### config.mk
export PLATFORM = sky130hd
export DESIGN_NAME = sequencer_ws
export DESIGN_NICKNAME = d
export VERILOG_FILES = /design/src/rtl/seq_pkg.sv /design/src/rtl/seq_watchdog.sv /design/src/rtl/sequencer_ws.sv
export SDC_FILE = /design/constraint.sdc
export NUM_CORES = 1
export LEC_CHECK = 0
export ABC_CLOCK_PERIOD_IN_PS = 1400
export CAP_MARGIN = 10
export CORE_UTILIZATION = 35
export DETAILED_ROUTE_END_ITERATION = 8
export PLACE_DENSITY = 0.73
export SKIP_LAST_GASP = 1
export SLEW_MARGIN = 10
export SYNTH_ARGS = -nofsm -noshare
export SYNTH_HDL_FRONTEND = slang
export SYNTH_SLANG_ARGS = --single-unit
### constraint.sdc
create_clock -name clock -period 1.4 [get_ports clock]
set_clock_uncertainty 0.15 [all_clocks]
set_input_delay 0.14 -clock clock [delete_from_list [all_inputs] [get_ports clock]]
set_output_delay 0.14 -clock clock [all_outputs]
set_load 0.02 [all_outputs]
### src/rtl/seq_pkg.sv
// Shared opcode encodings, state type and opcode legality check for the
// wait-state sequencer.
package seq_pkg;

    localparam int unsigned OP_LOAD  = 0;
    localparam int unsigned OP_STORE = 1;
    localparam int unsigned OP_ADD   = 2;
    localparam int unsigned OP_SUB   = 3;
    localparam int unsigned OP_XOR   = 4;
    localparam int unsigned OP_COMP  = 5;
    localparam int unsigned OP_BNE   = 6;
    localparam int unsigned OP_BEQ   = 7;
    localparam int unsigned OP_JMP   = 8;
    localparam int unsigned OP_NOP   = 9;
    localparam int unsigned OP_HALT  = 15;

    typedef enum logic [3:0] {
        FETCH,
        F_RD,
        F_IR,
        DECODE,
        ST_DAT,
        ST_WR,
        EX_RD,
        EX_LD,
        EX_ALU,
        BR_TK,
        JUMP,
        HALTED,
        FAULT
    } state_t;

    // Codes 10..14 and anything above 15 (wide opcode fields) have no meaning.
    function automatic logic is_illegal_op(input int unsigned code);
        return ((code >= 10) && (code <= 14)) || (code > 15);
    endfunction

endpackage

### src/rtl/seq_watchdog.sv
// Memory-access watchdog: counts waiting cycles, flags when the count saturates.
// Only instantiated when SEQ_TIMEOUT_EN is defined.
module seq_watchdog #(
    parameter int unsigned TMO_W = 4
) (
    input  logic clock,
    input  logic n_reset,
    input  logic clear,
    input  logic enable,
    output logic expired
);

    logic [TMO_W-1:0] count;

    always_ff @(posedge clock or negedge n_reset) begin
        if (!n_reset) begin
            count <= '0;
        end else if (clear) begin
            count <= '0;
        end else if (enable) begin
            count <= count + 1'b1;
        end
    end

    assign expired = (count == {TMO_W{1'b1}});

endmodule

### src/rtl/sequencer_ws.sv
// Multi-cycle control sequencer with memory wait states, BEQ/JMP/NOP/HALT and
// illegal-opcode trap. Define SEQ_TIMEOUT_EN to add the memory-access watchdog.
module sequencer_ws
    import seq_pkg::*;
#(
    parameter int unsigned WORD_W = 8,
    parameter int unsigned OP_W   = 4,
    parameter int unsigned TMO_W  = 4
) (
    input  logic            clock,
    input  logic            n_reset,
    input  logic [OP_W-1:0] op,
    input  logic            z_flag,
    input  logic            mem_ready,
    output logic            ACC_bus,
    output logic            load_ACC,
    output logic            PC_bus,
    output logic            load_PC,
    output logic            load_IR,
    output logic            load_MAR,
    output logic            MDR_bus,
    output logic            load_MDR,
    output logic            ALU_ACC,
    output logic            ALU_add,
    output logic            ALU_sub,
    output logic            ALU_xor,
    output logic            ALU_comp,
    output logic            INC_PC,
    output logic            Addr_bus,
    output logic            CS,
    output logic            R_NW,
    output logic            halted,
    output logic            fault
);

    if (OP_W < 4) begin : g_bad_op_w
        $error("sequencer_ws: OP_W must be at least 4");
    end
    if (WORD_W < 1 || TMO_W < 1) begin : g_bad_w
        $error("sequencer_ws: WORD_W and TMO_W must be non-zero");
    end

    state_t      state, state_next;
    int unsigned op_val;
    logic        in_access;
    logic        wd_expired;

    assign op_val    = 32'(op);
    assign in_access = (state == F_RD) || (state == ST_WR) || (state == EX_RD);

`ifdef SEQ_TIMEOUT_EN
    // Counter is held clear outside access states, so it restarts on every entry.
    seq_watchdog #(
        .TMO_W(TMO_W)
    ) u_watchdog (
        .clock  (clock),
        .n_reset(n_reset),
        .clear  (!in_access),
        .enable (in_access && !mem_ready),
        .expired(wd_expired)
    );
`else
    assign wd_expired = 1'b0;
`endif

    always_ff @(posedge clock or negedge n_reset) begin
        if (!n_reset) begin
            state <= FETCH;
        end else begin
            state <= state_next;
        end
    end

    always_comb begin
        state_next = state;
        case (state)
            FETCH: state_next = F_RD;
            F_RD: begin
                if (mem_ready)       state_next = F_IR;
                else if (wd_expired) state_next = FAULT;
            end
            F_IR: state_next = DECODE;
            DECODE: begin
                if (is_illegal_op(op_val)) begin
                    state_next = FAULT;
                end else begin
                    case (op_val)
                        OP_STORE: state_next = ST_DAT;
                        OP_JMP:   state_next = JUMP;
                        OP_NOP:   state_next = FETCH;
                        OP_HALT:  state_next = HALTED;
                        default:  state_next = EX_RD;
                    endcase
                end
            end
            ST_DAT: state_next = ST_WR;
            ST_WR: begin
                if (mem_ready)       state_next = FETCH;
                else if (wd_expired) state_next = FAULT;
            end
            EX_RD: begin
                if (mem_ready) begin
                    case (op_val)
                        OP_LOAD: state_next = EX_LD;
                        OP_BNE:  state_next = z_flag ? FETCH : BR_TK;
                        OP_BEQ:  state_next = z_flag ? BR_TK : FETCH;
                        OP_ADD, OP_SUB, OP_XOR, OP_COMP: state_next = EX_ALU;
                        default: state_next = FAULT;
                    endcase
                end else if (wd_expired) begin
                    state_next = FAULT;
                end
            end
            EX_LD, EX_ALU, BR_TK, JUMP: state_next = FETCH;
            HALTED: state_next = HALTED;
            FAULT:  state_next = FAULT;
            default: state_next = FETCH;
        endcase
    end

    always_comb begin
        ACC_bus  = 1'b0;
        load_ACC = 1'b0;
        PC_bus   = 1'b0;
        load_PC  = 1'b0;
        load_IR  = 1'b0;
        load_MAR = 1'b0;
        MDR_bus  = 1'b0;
        load_MDR = 1'b0;
        ALU_ACC  = 1'b0;
        ALU_add  = 1'b0;
        ALU_sub  = 1'b0;
        ALU_xor  = 1'b0;
        ALU_comp = 1'b0;
        INC_PC   = 1'b0;
        Addr_bus = 1'b0;
        CS       = 1'b0;
        R_NW     = 1'b0;
        halted   = 1'b0;
        fault    = 1'b0;
        case (state)
            FETCH: begin
                PC_bus   = 1'b1;
                load_MAR = 1'b1;
                INC_PC   = 1'b1;
                load_PC  = 1'b1;
            end
            F_RD, EX_RD: begin
                CS   = 1'b1;
                R_NW = 1'b1;
            end
            F_IR: begin
                MDR_bus = 1'b1;
                load_IR = 1'b1;
            end
            DECODE: begin
                Addr_bus = 1'b1;
                load_MAR = 1'b1;
            end
            ST_DAT: begin
                ACC_bus  = 1'b1;
                load_MDR = 1'b1;
            end
            ST_WR: CS = 1'b1;
            EX_LD: begin
                MDR_bus  = 1'b1;
                load_ACC = 1'b1;
            end
            EX_ALU: begin
                MDR_bus  = 1'b1;
                ALU_ACC  = 1'b1;
                load_ACC = 1'b1;
                ALU_add  = (op_val == OP_ADD);
                ALU_sub  = (op_val == OP_SUB);
                ALU_xor  = (op_val == OP_XOR);
                ALU_comp = (op_val == OP_COMP);
            end
            BR_TK: begin
                MDR_bus = 1'b1;
                load_PC = 1'b1;
            end
            JUMP: begin
                Addr_bus = 1'b1;
                load_PC  = 1'b1;
            end
            HALTED: halted = 1'b1;
            FAULT:  fault  = 1'b1;
            default: ;
        endcase
    end

endmodule

==> run summary, run 1 <==
The level count of the clock H-tree came out at 1. The height of the chip is 44.4 um, and the number of standard-cell rows in the floorplan is 14. When the last timing repair stopped, the worst path ended at ALU_add. After synthesis, the largest area contributor takes up 15.9% of total cell area. In this run the cell area measured after placement is 1240 um^2. Stage at which the run stopped: global routing (5_1_grt).

Clock tree synthesis inserted a total of 3 buffers. Cell taking the most area after synthesis: sky130_fd_sc_hd__dfrtp_1. After synthesis the cells add up to 631 um^2.

HPWL after detailed placement: 1850 um. The initial utilization of the core area, before any placement, comes to 39.6%. The tree built by TritonCTS fans out to 4 sinks. Prior to clock tree synthesis, the placed netlist has a worst setup slack of -0.681 ns. The flip-flop and latch count after synthesis was 4. The gate count after technology mapping is 89.

Synthesis produced a netlist with a net count of 97. Routability-driven placement finished with a final weighted congestion of 0.903. During synthesis, Yosys emitted a total of 0 warnings.

The tool reported: "[ERROR DPL-0038] Utilization greater than 100%, impossible to legalize". The tree is rooted in a sky130_fd_sc_hd__clkbuf_4. The run stopped with a tool error.

27 I/O pins were placed. Entering global routing, the biggest net connects 13 pins. The pin type at the end of the worst path was an output port. In this run the mean area of a mapped cell was 7.09 um^2. The count of buffers added on input and output ports is 26.

Sequential elements use 15.9% of the synthesized area. In the post-synthesis netlist, the biggest area contributors are sky130_fd_sc_hd__dfrtp_1 (16%), sky130_fd_sc_hd__nand2_1 (6.0%), sky130_fd_sc_hd__nor2_1 (6.0%). The die is 44.4 um wide. In this run, distinct cell masters in the synthesized netlist total 38. The maximum buffer depth of the clock tree came out at 2.
[kinds of logic after synthesis]
family	synth area share, %
buffers and inverters	12.1
flip-flops	15.9
XOR/XNOR	2.78
AND/OR/NAND/NOR	39.1
AO/OA/AOI/OAI	30.2
[cells in the mapped netlist]
master                      instances
sky130_fd_sc_hd__nand2_1           10
sky130_fd_sc_hd__nor2_1            10
sky130_fd_sc_hd__a21oi_1            7
sky130_fd_sc_hd__inv_1              5
sky130_fd_sc_hd__nor3_1             5
sky130_fd_sc_hd__clkbuf_1           4
sky130_fd_sc_hd__dfrtp_1            4
sky130_fd_sc_hd__nand2b_1           3
sky130_fd_sc_hd__o21bai_1           3
sky130_fd_sc_hd__a211oi_1           2
sky130_fd_sc_hd__and4_1             2
sky130_fd_sc_hd__buf_4              2
sky130_fd_sc_hd__buf_6              2
sky130_fd_sc_hd__nand3_1            2
sky130_fd_sc_hd__nand3b_1           2
sky130_fd_sc_hd__o32ai_1            2
sky130_fd_sc_hd__or2_2              2
sky130_fd_sc_hd__xnor2_1            2
sky130_fd_sc_hd__a211o_1            1
sky130_fd_sc_hd__a21o_1             1
sky130_fd_sc_hd__a221oi_1           1
sky130_fd_sc_hd__a311oi_1           1
sky130_fd_sc_hd__a311oi_2           1
sky130_fd_sc_hd__a41o_1             1
sky130_fd_sc_hd__buf_2              1
sky130_fd_sc_hd__nand4bb_1          1
sky130_fd_sc_hd__nor2b_1            1
sky130_fd_sc_hd__nor3_2             1
sky130_fd_sc_hd__nor3b_1            1
sky130_fd_sc_hd__nor4_1             1
sky130_fd_sc_hd__o21a_1             1
sky130_fd_sc_hd__o21ai_0            1
sky130_fd_sc_hd__o22ai_1            1
sky130_fd_sc_hd__o22ai_2            1
sky130_fd_sc_hd__o32a_1             1
sky130_fd_sc_hd__or3_4              1
sky130_fd_sc_hd__or3b_1             1
sky130_fd_sc_hd__or4_4              1
[repair_timing]
item | in CTS
gates resized for setup | 145
hold buffers | 1
endpoints found under the setup margin | 23
pin swaps | 10
setup buffers | 13
hold endpoints to repair | 4
[stage by stage]
stage	cells	TNS (ns)	hold slack [ns]
2_1_floorplan	89	-1.16	-0.306
3_3_place_gp	167	-12.04	0.215
3_5_place_dp	167	-12.59	0.211
4_1_cts	181	-5.51	0.460
==> inputs of run 2 (changes only) <==
--- a/config.mk
+++ b/config.mk
@@ -5,11 +5,12 @@
 export SDC_FILE = /design/constraint.sdc
 export NUM_CORES = 1
 export LEC_CHECK = 0
-export ABC_CLOCK_PERIOD_IN_PS = 1400
+export ABC_CLOCK_PERIOD_IN_PS = 1800
 export CAP_MARGIN = 10
-export CORE_UTILIZATION = 35
+export CORE_AREA = 2 2 63 65
 export DETAILED_ROUTE_END_ITERATION = 8
-export PLACE_DENSITY = 0.73
+export DIE_AREA = 0 0 65 67
+export PLACE_DENSITY_LB_ADDON = 0.15
 export SKIP_LAST_GASP = 1
 export SLEW_MARGIN = 10
 export SYNTH_ARGS = -nofsm -noshare
==> constraint.sdc (replaced) <==
create_clock -name clock -period 1.8 [get_ports clock]
set_clock_uncertainty 0.15 [all_clocks]
set_input_delay 0.18 -clock clock [delete_from_list [all_inputs] [get_ports clock]]
set_output_delay 0.18 -clock clock [all_outputs]
set_load 0.02 [all_outputs]
==> run summary, run 2 <==
The starting density of the core is 17.5%, and the period utilization is 96.1%. The clock insertion delay at the later pin of the skew report is 0.21 ns. Summed over all layers, the routed wires come to 2200 um. The number of standard-cell rows in the floorplan is 22. The run gives 160 as the total number of nets in the final design. The first global-routing pass estimated 3690 um of wire. Buffers placed on the I/O ports in this run total 26. Across every metal layer, demand over resource in global routing totals 11.0%. Summing the areas of all xor and xnor instances in the mapped netlist gives 2.78% of the synthesized area. The mean instance size in the synthesized netlist was 7.09 um^2. The share of the synthesized area in compound gates (AO/OA/AOI/OAI) came out at 30.2%. The die footprint is 4360 um^2.

Setup violations remaining at the end of the flow were counted as 0. The maximum number of pins on one net before global-route repair was 10. The longest clock path from root to sink contains 2 buffers. Normalized max-slew margin: 79.8%. The critical path in this run is classified as reg2reg. The critical path contains buffers and inverters numbering 2 combined.

STA classifies the critical path endpoint as a register. The HPWL after detailed placement is 1820 um. After synthesis, the share of cell area in mux cells is 0%. The run finished with clean final reports. The commonest cells after synthesis are sky130_fd_sc_hd__nand2_1 (10), sky130_fd_sc_hd__nor2_1 (10), sky130_fd_sc_hd__a21oi_1 (7), sky130_fd_sc_hd__inv_1 (5), sky130_fd_sc_hd__nor3_1 (5). The layout overhead on the synthesized area came out at 91.3%. Slowest cell on the critical path: sky130_fd_sc_hd__dfrtp_2. Across the run, the number of max-cap violations was 0. The count of non-filler cells in the finished layout was 198; the area fraction in and, or, nand and nor cells after synthesis was 39.1%.

The logs give 27 for the I/O pin count and 0 for the number of antenna violations at the first check in global routing. Dividing the detail-routed via count by the number of cells gives 4.38. The final instance area came out at 1210 um^2. In this run, the number of DRC markers left after iteration 0 of detailed routing was 21. Summed over its instances, the top area cell type makes up 15.9% of the synthesized netlist area.

The post-route DRC violation count is 0, and the areal power density over the cells is 1500 nW/um^2. For the pin with the worst max-slew slack, the measured transition is 0.302 ns. Level count of the clock H-tree: 1.

The largest registers in the layout are state (4). Data arrives at the worst endpoint at 1.72 ns. Once placement completed, the tool counted placed cells totaling 190. The number of clock sinks came out at 4. Setup total negative slack on the finished layout was measured at 0 ns. The final core utilization is 33.4%.

Setup repair after global routing could not meet its margin everywhere. The number of hold buffers added after CTS was 0. The top cell types in the final layout, fill and taps aside, are sky130_fd_sc_hd__buf_4 (45), sky130_fd_sc_hd__buf_2 (12), sky130_fd_sc_hd__nand2_1 (10), sky130_fd_sc_hd__nor2_1 (10), sky130_fd_sc_hd__a21oi_1 (7).

The multi-input combinational cells in the finished layout cover a total of 489 um^2. At the worst endpoint, the required time is 1.79 ns. The highest attainable clock frequency is 578 MHz.

Leaving out fill and tap cells, the most frequent cell in the layout is sky130_fd_sc_hd__buf_4. The post-synthesis share of cell area spent on full adders, half adders and majority gates was 0%; the highest fanout seen on the critical path was 9. The fraction of layout cells with a size suffix above 1 is 52.0%, and the area of the placeable core is 3610 um^2. The register with the most flip-flops in the layout has 4 of them.

The antenna diode count is 0. The total count of hold-check failures in the final report was 0. After synthesis, the largest family of logic cells by area is simple AND/OR/NAND/NOR gates.

Registers take 104 um^2. The via count was 867. The pre-CTS worst setup slack came out at -0.396 ns. Delay of the slowest cell on the worst path: 0.44 ns.

For this run, the number of Yosys warnings is 0. The filler cells instantiated in the layout total 409. Counting flops with a built-in enable in the synthesized netlist gives 0. The run gives 89 as the gate count after technology mapping.

The average detailed-routed wire length per instance works out to 11.1 um. The first detailed-routing pass ran for 4 iterations. Clock-pin slew was measured on the worst setup and hold paths at 0.03 ns. Overall power consumption after layout is estimated at 1.82 mW. The tools report the smallest setup slack after layout as 0.0707 ns. After synthesis the netlist holds a flip-flop and latch count of 4.

For this design the static power due to leakage is 0.570 nW. The run gives 3 as the total clock buffers created by CTS. Hold timing on the final database bottoms out at a slack of 0.0311 ns.

The cell taking the most area after synthesis was sky130_fd_sc_hd__dfrtp_1. The peak supply drop was 0.000373 V. The top cell family by delay on the critical path is compound AO/OA/AOI/OAI gates. The post-detailed-placement cell area was 1170 um^2; the number of distinct library cell variants in the gate-level netlist after synthesis was 38.

The signal on the critical path passes through buf_4 -> buf_4 -> nand4bb_1 -> a211oi_1 -> a211o_1. In this run the vertical extent of the chip is 67 um. The class of the worst hold path is in2async. For the proportion of synthesized chip area in sequential cells, the log shows 15.9%. The remaining antenna violation count after routing came out at 0.

By area the synthesized netlist is led by sky130_fd_sc_hd__dfrtp_1 (16%), sky130_fd_sc_hd__nand2_1 (6.0%), sky130_fd_sc_hd__nor2_1 (6.0%). The tools report the startpoint type of the worst setup path as a register. The run gives 827 as the via count of the first global-routing pass. The most used flip-flop cell after synthesis is sky130_fd_sc_hd__dfrtp_1. The tools report the overall overflow remaining after global route as 0. The width of the die is 65 um.

The clock root buffer was sky130_fd_sc_hd__clkbuf_8. The max-slew violation total from the final report is 0. Cell repeated most along the worst path: sky130_fd_sc_hd__buf_4. The routed design could run at a clock period as short as 1.73 ns.

Fraction of registers with async set or reset after synthesis: 100%. The register with the highest flop count was state. The logs give 97 for the number of nets in the synthesized netlist and 631 um^2 for the cell area after synthesis.

TritonCTS built the clock tree. Routability-driven placement finished with a final weighted congestion of 0.779.
## run 2: per-layer routing
| metal | share of wire, % | global-route usage [%] | vias up | wire length, um |
|---|---|---|---|---|
| li1 | - | - | 449 | - |
| met5 | 0 | 0 | - | 0 |
| met3 | 5.0 | 3.04 | 2 | 110 |
| met4 | 0.77 | 3.99 | 0 | 17 |
| met2 | 50 | 19.7 | 19 | 1100 |
| met1 | 44 | 12.5 | 397 | 978 |
## run 2: power breakdown
group          leakage (nW)  internal [mW]  switching (mW)
registers            0.0469          0.137          0.0612
clock network        0.0216          0.142          0.0402
logic                 0.502          0.706           0.729
total                 0.570          0.985           0.830
## run 2: worst register-to-register path, stage by stage, from the launching register on
cell and delay, ns:
sky130_fd_sc_hd__dfrtp_2 0.44, sky130_fd_sc_hd__buf_4 0.15, sky130_fd_sc_hd__buf_4 0.16, sky130_fd_sc_hd__nand4bb_1 0.25, sky130_fd_sc_hd__a211oi_1 0.34, sky130_fd_sc_hd__a211o_1 0.18
## run 2: worst paths after layout
kind / startpoint / endpoint / slack (ns) / cells past startpoint
min in group clock: state[0] / state[2] / 0.54 / 2
hold reg to reg: state[0] / state[2] / 0.54 / 2
hold / removal: n_reset / state[3] / 0.03 / 1
max in group asynchronous: n_reset / state[0] / 1.27 / 1
setup / recovery: state[3] / state[0] / 0.07 / 5
setup reg to reg: state[3] / state[0] / 0.07 / 5
## run 2: final cells by class
class / instances / share of cell area [%]
repair buffers: 67 / 40.9
multi-input cells: 71 / 40.6
flip-flops and latches: 4 / 8.61
well taps: 48 / 4.98
clock buffers: 3 / 3.42
inverters: 5 / 1.56
## run 2: timing repair
item                       4_1_cts  5_1_grt
setup endpoints to repair       21       15
resized for setup               80       16
buffers inserted                 6        0
pin swaps                        3        2
## run 2: logic make-up after synthesis
kind of cell,after synthesis
AO/OA/AOI/OAI,25
XOR/XNOR,2
buffers and inverters,14
flip-flops,4
AND/OR/NAND/NOR,44
Power figures use the tool's default switching activity.
==> inputs of run 3 (changes only) <==
--- a/config.mk
+++ b/config.mk
@@ -7,9 +7,12 @@
 export LEC_CHECK = 0
 export ABC_CLOCK_PERIOD_IN_PS = 1800
 export CAP_MARGIN = 10
+export CELL_PAD_IN_SITES_DETAIL_PLACEMENT = 1
+export CELL_PAD_IN_SITES_GLOBAL_PLACEMENT = 1
 export CORE_AREA = 2 2 63 65
 export DETAILED_ROUTE_END_ITERATION = 8
 export DIE_AREA = 0 0 65 67
+export GPL_ROUTABILITY_DRIVEN = 0
 export PLACE_DENSITY_LB_ADDON = 0.15
 export SKIP_LAST_GASP = 1
 export SLEW_MARGIN = 10
==> run summary, run 3 (same netlist as run 2, synthesis figures left out) <==
The critical path arrival was 1.43 ns; the normalized max-slew margin was 79.8%. Once detailed placement completed, the half-perimeter wirelength came to 2060 um. By startpoint and endpoint, the worst setup path is classified as reg2out. The via count is 863, and the number of fillers in the final layout is 459.

The overall overflow remaining after global route came out at 0. Counting every sink on the clock net gives 4. Layout overhead on the synthesized area: 87.7%. Clock root buffer: sky130_fd_sc_hd__clkbuf_8.

The class of the worst hold path is in2async. Global routing consumed, over all layers together, 12.6% of the routing resources. In the final layout, flip-flops and latches occupy 104 um^2.

The area of the placeable core is 3610 um^2, and the number of standard-cell rows in the floorplan is 22. Timing would allow up to 568 MHz. TritonCTS created 3 clock buffers.

The run gives 27 as the I/O pin count. The library cell used most frequently in the layout, excluding fill and tap cells, is sky130_fd_sc_hd__buf_4. The capture instance of the worst register-to-register path was state[1]. The first global-routing pass estimated 4220 um of wire. The remaining antenna violation count after routing was 0; the post-route DRC violation count was 0. Including well taps, the total number of placed cells is 186. The run gives 0 as the max-slew violation total from the final report.

The run finished with clean final reports. Setup repair after global routing could not meet its margin everywhere. The analysis attributes to cell leakage a power of 0.546 nW. The final core utilization was 32.8%. In the final routed layout, each cell accounts on average for 13.3 um.

Once the floorplan was initialized, standard cells occupied 17.5% of the core. The required time of the critical path was 1.47 ns. Register with the highest flop count: state. Dividing the detail-routed via count by the number of cells gives 4.54.

TritonCTS built the clock tree. Width of the die: 65 um. The repair_antennas step left the layout with diodes totalling 0. The tools report the maximum number of pins on one net before global-route repair as 14. The total count of hold-check failures in the final report came out at 0.

At the placement stage, the worst setup path has a slack of -0.324 ns. The logs give 0.0394 ns for the smallest setup slack after layout and 152 for the total number of nets in the final design. The highest fanout seen on the critical path is 5, and the max-cap check violation count is 0.

For the quantity of hold-fixing buffers added after cts, the log shows 0. In the final timing run, aggregate negative setup slack is 0 ns. The level count of the clock H-tree is 1, and the clock insertion delay at the later pin of the skew report is 0.22 ns. At the pin with the least slew margin, the transition time is 0.302 ns.

The multi-input combinational cells in the finished layout cover a total of 518 um^2. The die footprint is 4360 um^2. Capturing element type of the critical path: an output pin. The register with the most flip-flops in the layout has 4 of them.

Of the cells placed in the final design, the portion with a size suffix greater than 1 is 51.4%. The areal power density over the cells is 1570 nW/um^2. The setup check on the worst reg-to-reg path leaves a slack of 0.06 ns.

Clock-pin slew was measured on the worst setup and hold paths at 0.03 ns. Number of antenna violations at the first check in global routing: 0. The launch instance of the worst register-to-register path was state[3].

The detailed-router iteration count before antenna repair came out at 3. The via count of the first global-routing pass was 916; the height of the chip was 67 um. The clock passes through at most 2 buffers. Setup violations remaining at the end of the flow were counted as 0.

In the finished design, the share of the clock period the worst path needs comes to 97.8%. In the final layout, the registers with the most flip-flops are state (4). Leaving out fill and tap cells, the most frequent cells in the layout are sky130_fd_sc_hd__buf_4 (36), sky130_fd_sc_hd__nand2_1 (9), sky130_fd_sc_hd__nor2_1 (9), sky130_fd_sc_hd__buf_2 (9), sky130_fd_sc_hd__a21oi_1 (7). Number of cells on the worst reg-to-reg path: 5. The first routing iteration left 23 violations. Overall routed net length: 2520 um. Excluding fillers, the count of instances in the completed layout stands at 190.

The count of port buffers added during placement came out at 26. Subtracting the final worst setup slack from the clock period gives 1.76 ns. The worst-case IR drop observed on VDD is 0.000511 V.

The startpoint type of the worst setup path is a register.
-- run 3: stage by stage --
stage          hold WS, ns  instance area, um^2  total power, mW
2_1_floorplan       -0.266                  641            0.931
3_3_place_gp         0.261                 1140             1.68
3_5_place_dp         0.260                 1140             1.70
4_1_cts             0.0272                 1160             1.81
5_1_grt             0.0305                 1180             2.01
6_report            0.0234                 1180             1.85
-- run 3: what timing repair did --
action | CTS | global route
setup buffers | 0 | 1
resized for setup | 65 | 26
setup endpoints to repair | 21 | 17
pin swaps | 1 | 4
-- run 3: where the power goes --
part | internal (mW) | total (mW) | leakage, nW | switching, mW
Combinational | 0.697 | 1.46 | 0.478 | 0.763
Clock | 0.143 | 0.189 | 0.0216 | 0.0469
Sequential | 0.137 | 0.205 | 0.0469 | 0.0678
Total | 0.977 | 1.85 | 0.546 | 0.877
-- run 3: layout make-up --
class / count / area share, %
Clock buffer: 3 / 3.49
Timing Repair Buffer: 59 / 37.3
Tap cell: 48 / 5.07
Inverter: 5 / 1.59
Sequential cell: 4 / 8.77
Multi-Input combinational cell: 71 / 43.8
-- run 3: worst max-delay path, cell delays in order (launching register included) --
cell and delay, ns:
sky130_fd_sc_hd__dfrtp_1 0.40, sky130_fd_sc_hd__nand2b_4 0.16, sky130_fd_sc_hd__nor3_4 0.19, sky130_fd_sc_hd__nand2_2 0.09, sky130_fd_sc_hd__nor3b_2 0.18, sky130_fd_sc_hd__clkbuf_2 0.19
-- run 3: routing by layer --
metal / GRT usage [%] / routed length [um] / share of wire, %
met2: 23.2 / 1280 / 51
met1: 14.6 / 1160 / 46
met3: 3.55 / 79 / 3.1
met4: 2.39 / 0 / 0
met5: 0 / 0 / 0
-- run 3: worst max path at each step --
stage / startpoint / endpoint / slack [ns] / depth (start not counted)
after floorplan: state[1] / ALU_add / -0.09 / 4
after global placement: state[2] / ALU_add / -0.30 / 5
after detailed placement: state[2] / ALU_add / -0.32 / 5
after CTS: state[2] / ALU_add / -0.25 / 5
after global routing: state[3] / load_MDR / -0.08 / 4
final: state[2] / ALU_add / 0.04 / 5
==> inputs of run 4 (changes only) <==
--- a/config.mk
+++ b/config.mk
@@ -5,7 +5,7 @@
 export SDC_FILE = /design/constraint.sdc
 export NUM_CORES = 1
 export LEC_CHECK = 0
-export ABC_CLOCK_PERIOD_IN_PS = 1800
+export ABC_CLOCK_PERIOD_IN_PS = 1900
 export CAP_MARGIN = 10
 export CELL_PAD_IN_SITES_DETAIL_PLACEMENT = 1
 export CELL_PAD_IN_SITES_GLOBAL_PLACEMENT = 1
==> constraint.sdc (replaced) <==
create_clock -name clock -period 1.9 [get_ports clock]
set_clock_uncertainty 0.15 [all_clocks]
set_input_delay 0.38 -clock clock [delete_from_list [all_inputs] [get_ports clock]]
set_output_delay 0.38 -clock clock [all_outputs]
set_load 0.02 [all_outputs]
==> run summary, run 4 (same netlist as run 2, synthesis figures left out) <==
For this configuration, the core starts out at a cell density of 17.5%. The total count of hold-check failures in the final report came out at 0. The launch instance of the worst register-to-register path is state[3]. The final layout contains routed wiring with a total length of 2610 um. Level count of the clock H-tree: 1. The layout overhead on the synthesized area came out at 109%. The clock net in this run drives a total of 4 sinks. Measured against its own limit, the worst slew margin works out to 80.3%. The first global-routing pass estimated 4240 um of wire. The tools report the die footprint as 4360 um^2.

The class of the worst hold path is in2async. The post-route DRC violation count was 0; the fraction of layout cells with a size suffix above 1 was 58.7%. The count of buffers added on input and output ports is 26. In the layout the commonest cells are sky130_fd_sc_hd__buf_4 (46), sky130_fd_sc_hd__nand2_1 (9), sky130_fd_sc_hd__buf_6 (9).

Timing would allow up to 511 MHz. TritonCTS built the clock tree. The max-slew violation total from the final report was 0. By startpoint and endpoint, the worst setup path is classified as reg2out. At the pin with the least slew margin, the transition time is 0.294 ns. The period utilization was 103%. The critical path arrival is 1.43 ns. The total number of nets in the final design came out at 160. Setup violations remaining at the end of the flow were counted as 4.

STA classifies the critical path startpoint as a register. The detailed-router iteration count before antenna repair is 4, and the final period demand of the worst path is 1.96 ns. The number of antenna violations at the first check in global routing was 0. The tools report the clock root buffer as sky130_fd_sc_hd__clkbuf_8. The repair_antennas step left the layout with diodes totalling 0. Detailed placement finished with a half-perimeter wire length of 2020 um. The run gives -0.0555 ns as the smallest setup slack after layout. Across the VDD grid, the largest voltage drop is 0.000771 V. For the post-detailed-placement cell area, the log shows 1190 um^2. The commonest non-fill, non-tap cell in the layout is sky130_fd_sc_hd__buf_4. The final reports fail on setup timing. For the standby leakage power, the log shows 0.595 nW. The run gives 3 as the total clock buffers created by CTS. Summed over all layers, the global routing overflow is 0. The logs give 0.11 ns for the internal reg-to-reg setup slack and 0.21 ns for the clock insertion delay at the later pin of the skew report. The width of the die was 65 um. The floorplan has 22 rows.

27 I/O pins were placed. The final setup TNS was -0.105 ns; the average detailed-routed wire length per instance was 13.2 um. The register with the most flip-flops in the layout has 4 of them. The total area inside the core boundary comes to 3610 um^2.

After clock tree synthesis, the clock-pin slew on the worst setup and hold paths is 0.03 ns. The initial DRC count was 19; the highest fanout seen on the critical path was 8. The via count of the first global-routing pass is 938, and the height of the chip is 67 um. Across the run, the number of max-cap violations was 0. The areal power density over the cells came out at 1550 nW/um^2.

The largest registers in the layout are state (4). The register with the highest flop count was state. The average via count per standard cell is 4.53. After routing the design area is 1320 um^2. The routed layout has 896 vias.

Capture instance of the worst register-to-register path: state[0]. Capturing element type of the critical path: an output pin. The number of cells on the worst reg-to-reg path is 5. The logs give 2.04 mW for the total power after layout and 2 for the maximum buffer depth of the clock tree. The run finished, with violations left. Setup repair after global routing could not meet its margin everywhere. STA puts the critical path data required time at 1.37 ns. The tools report the maximum number of pins on one net before global-route repair as 12. The remaining antenna violation count after routing came out at 0. Global routing used 12.4% of the available tracks.
[run 4: worst max-delay path, cell delays in order (launching register included)]
cell and delay (ns):
sky130_fd_sc_hd__dfrtp_2 0.47, sky130_fd_sc_hd__buf_4 0.17, sky130_fd_sc_hd__buf_4 0.14, sky130_fd_sc_hd__nor2_2 0.09
sky130_fd_sc_hd__nand2_1 0.06, sky130_fd_sc_hd__a21oi_1 0.12, sky130_fd_sc_hd__buf_4 0.16
[run 4: stage by stage]
step | instances | worst slack [ns] | utilization [%] | hold slack, ns
floorplan | 89 | -0.168 | - | -0.0656
global placement | 191 | -0.488 | 33.0 | 0.437
detailed placement | 191 | -0.527 | 33.0 | 0.439
CTS | 196 | -0.0866 | 34.1 | 0.211
global route | 198 | -0.119 | 36.5 | 0.211
finish | 198 | -0.0555 | 36.5 | 0.212
[run 4: worst max path at each step]
stage / end / from / cells past startpoint
after floorplan: load_MDR / state[2] / 4
after global placement: ALU_comp / op[0] / 4
after detailed placement: ALU_comp / op[0] / 4
after CTS: load_PC / state[0] / 6
after global routing: ALU_add / state[2] / 5
final: load_PC / state[0] / 6
[run 4: cell type report]
cell class | count | area (um^2)
inverter | 5 | 18.8
timing repair buffer | 67 | 552
clock buffer | 3 | 41.3
multi-input combinational | 71 | 539
sequential | 4 | 104
fill | 448 | 2290
tap | 48 | 60.1
[run 4: where the power goes]
| part | switching (mW) | internal (mW) |
|---|---|---|
| logic | 0.786 | 0.862 |
| registers | 0.0856 | 0.130 |
| clock network | 0.0404 | 0.135 |
[run 4: layer usage]
| layer | global-route usage (%) | vias to the layer above | wire [um] |
|---|---|---|---|
| met1 | 15.0 | 435 | 1230 |
| met4 | 3.46 | 0 | 0 |
| met2 | 22.6 | 15 | 1310 |
| met3 | 1.69 | 0 | 78 |
| li1 | - | 446 | - |
| met5 | 0 | - | 0 |
[run 4: what timing repair did]
action | in CTS | in global routing
gates resized for setup | 107 | 24
pin swaps | 5 | 9
hold buffers | 0 | 0
buffers inserted | 2 | 2
setup endpoints to repair | 22 | 19
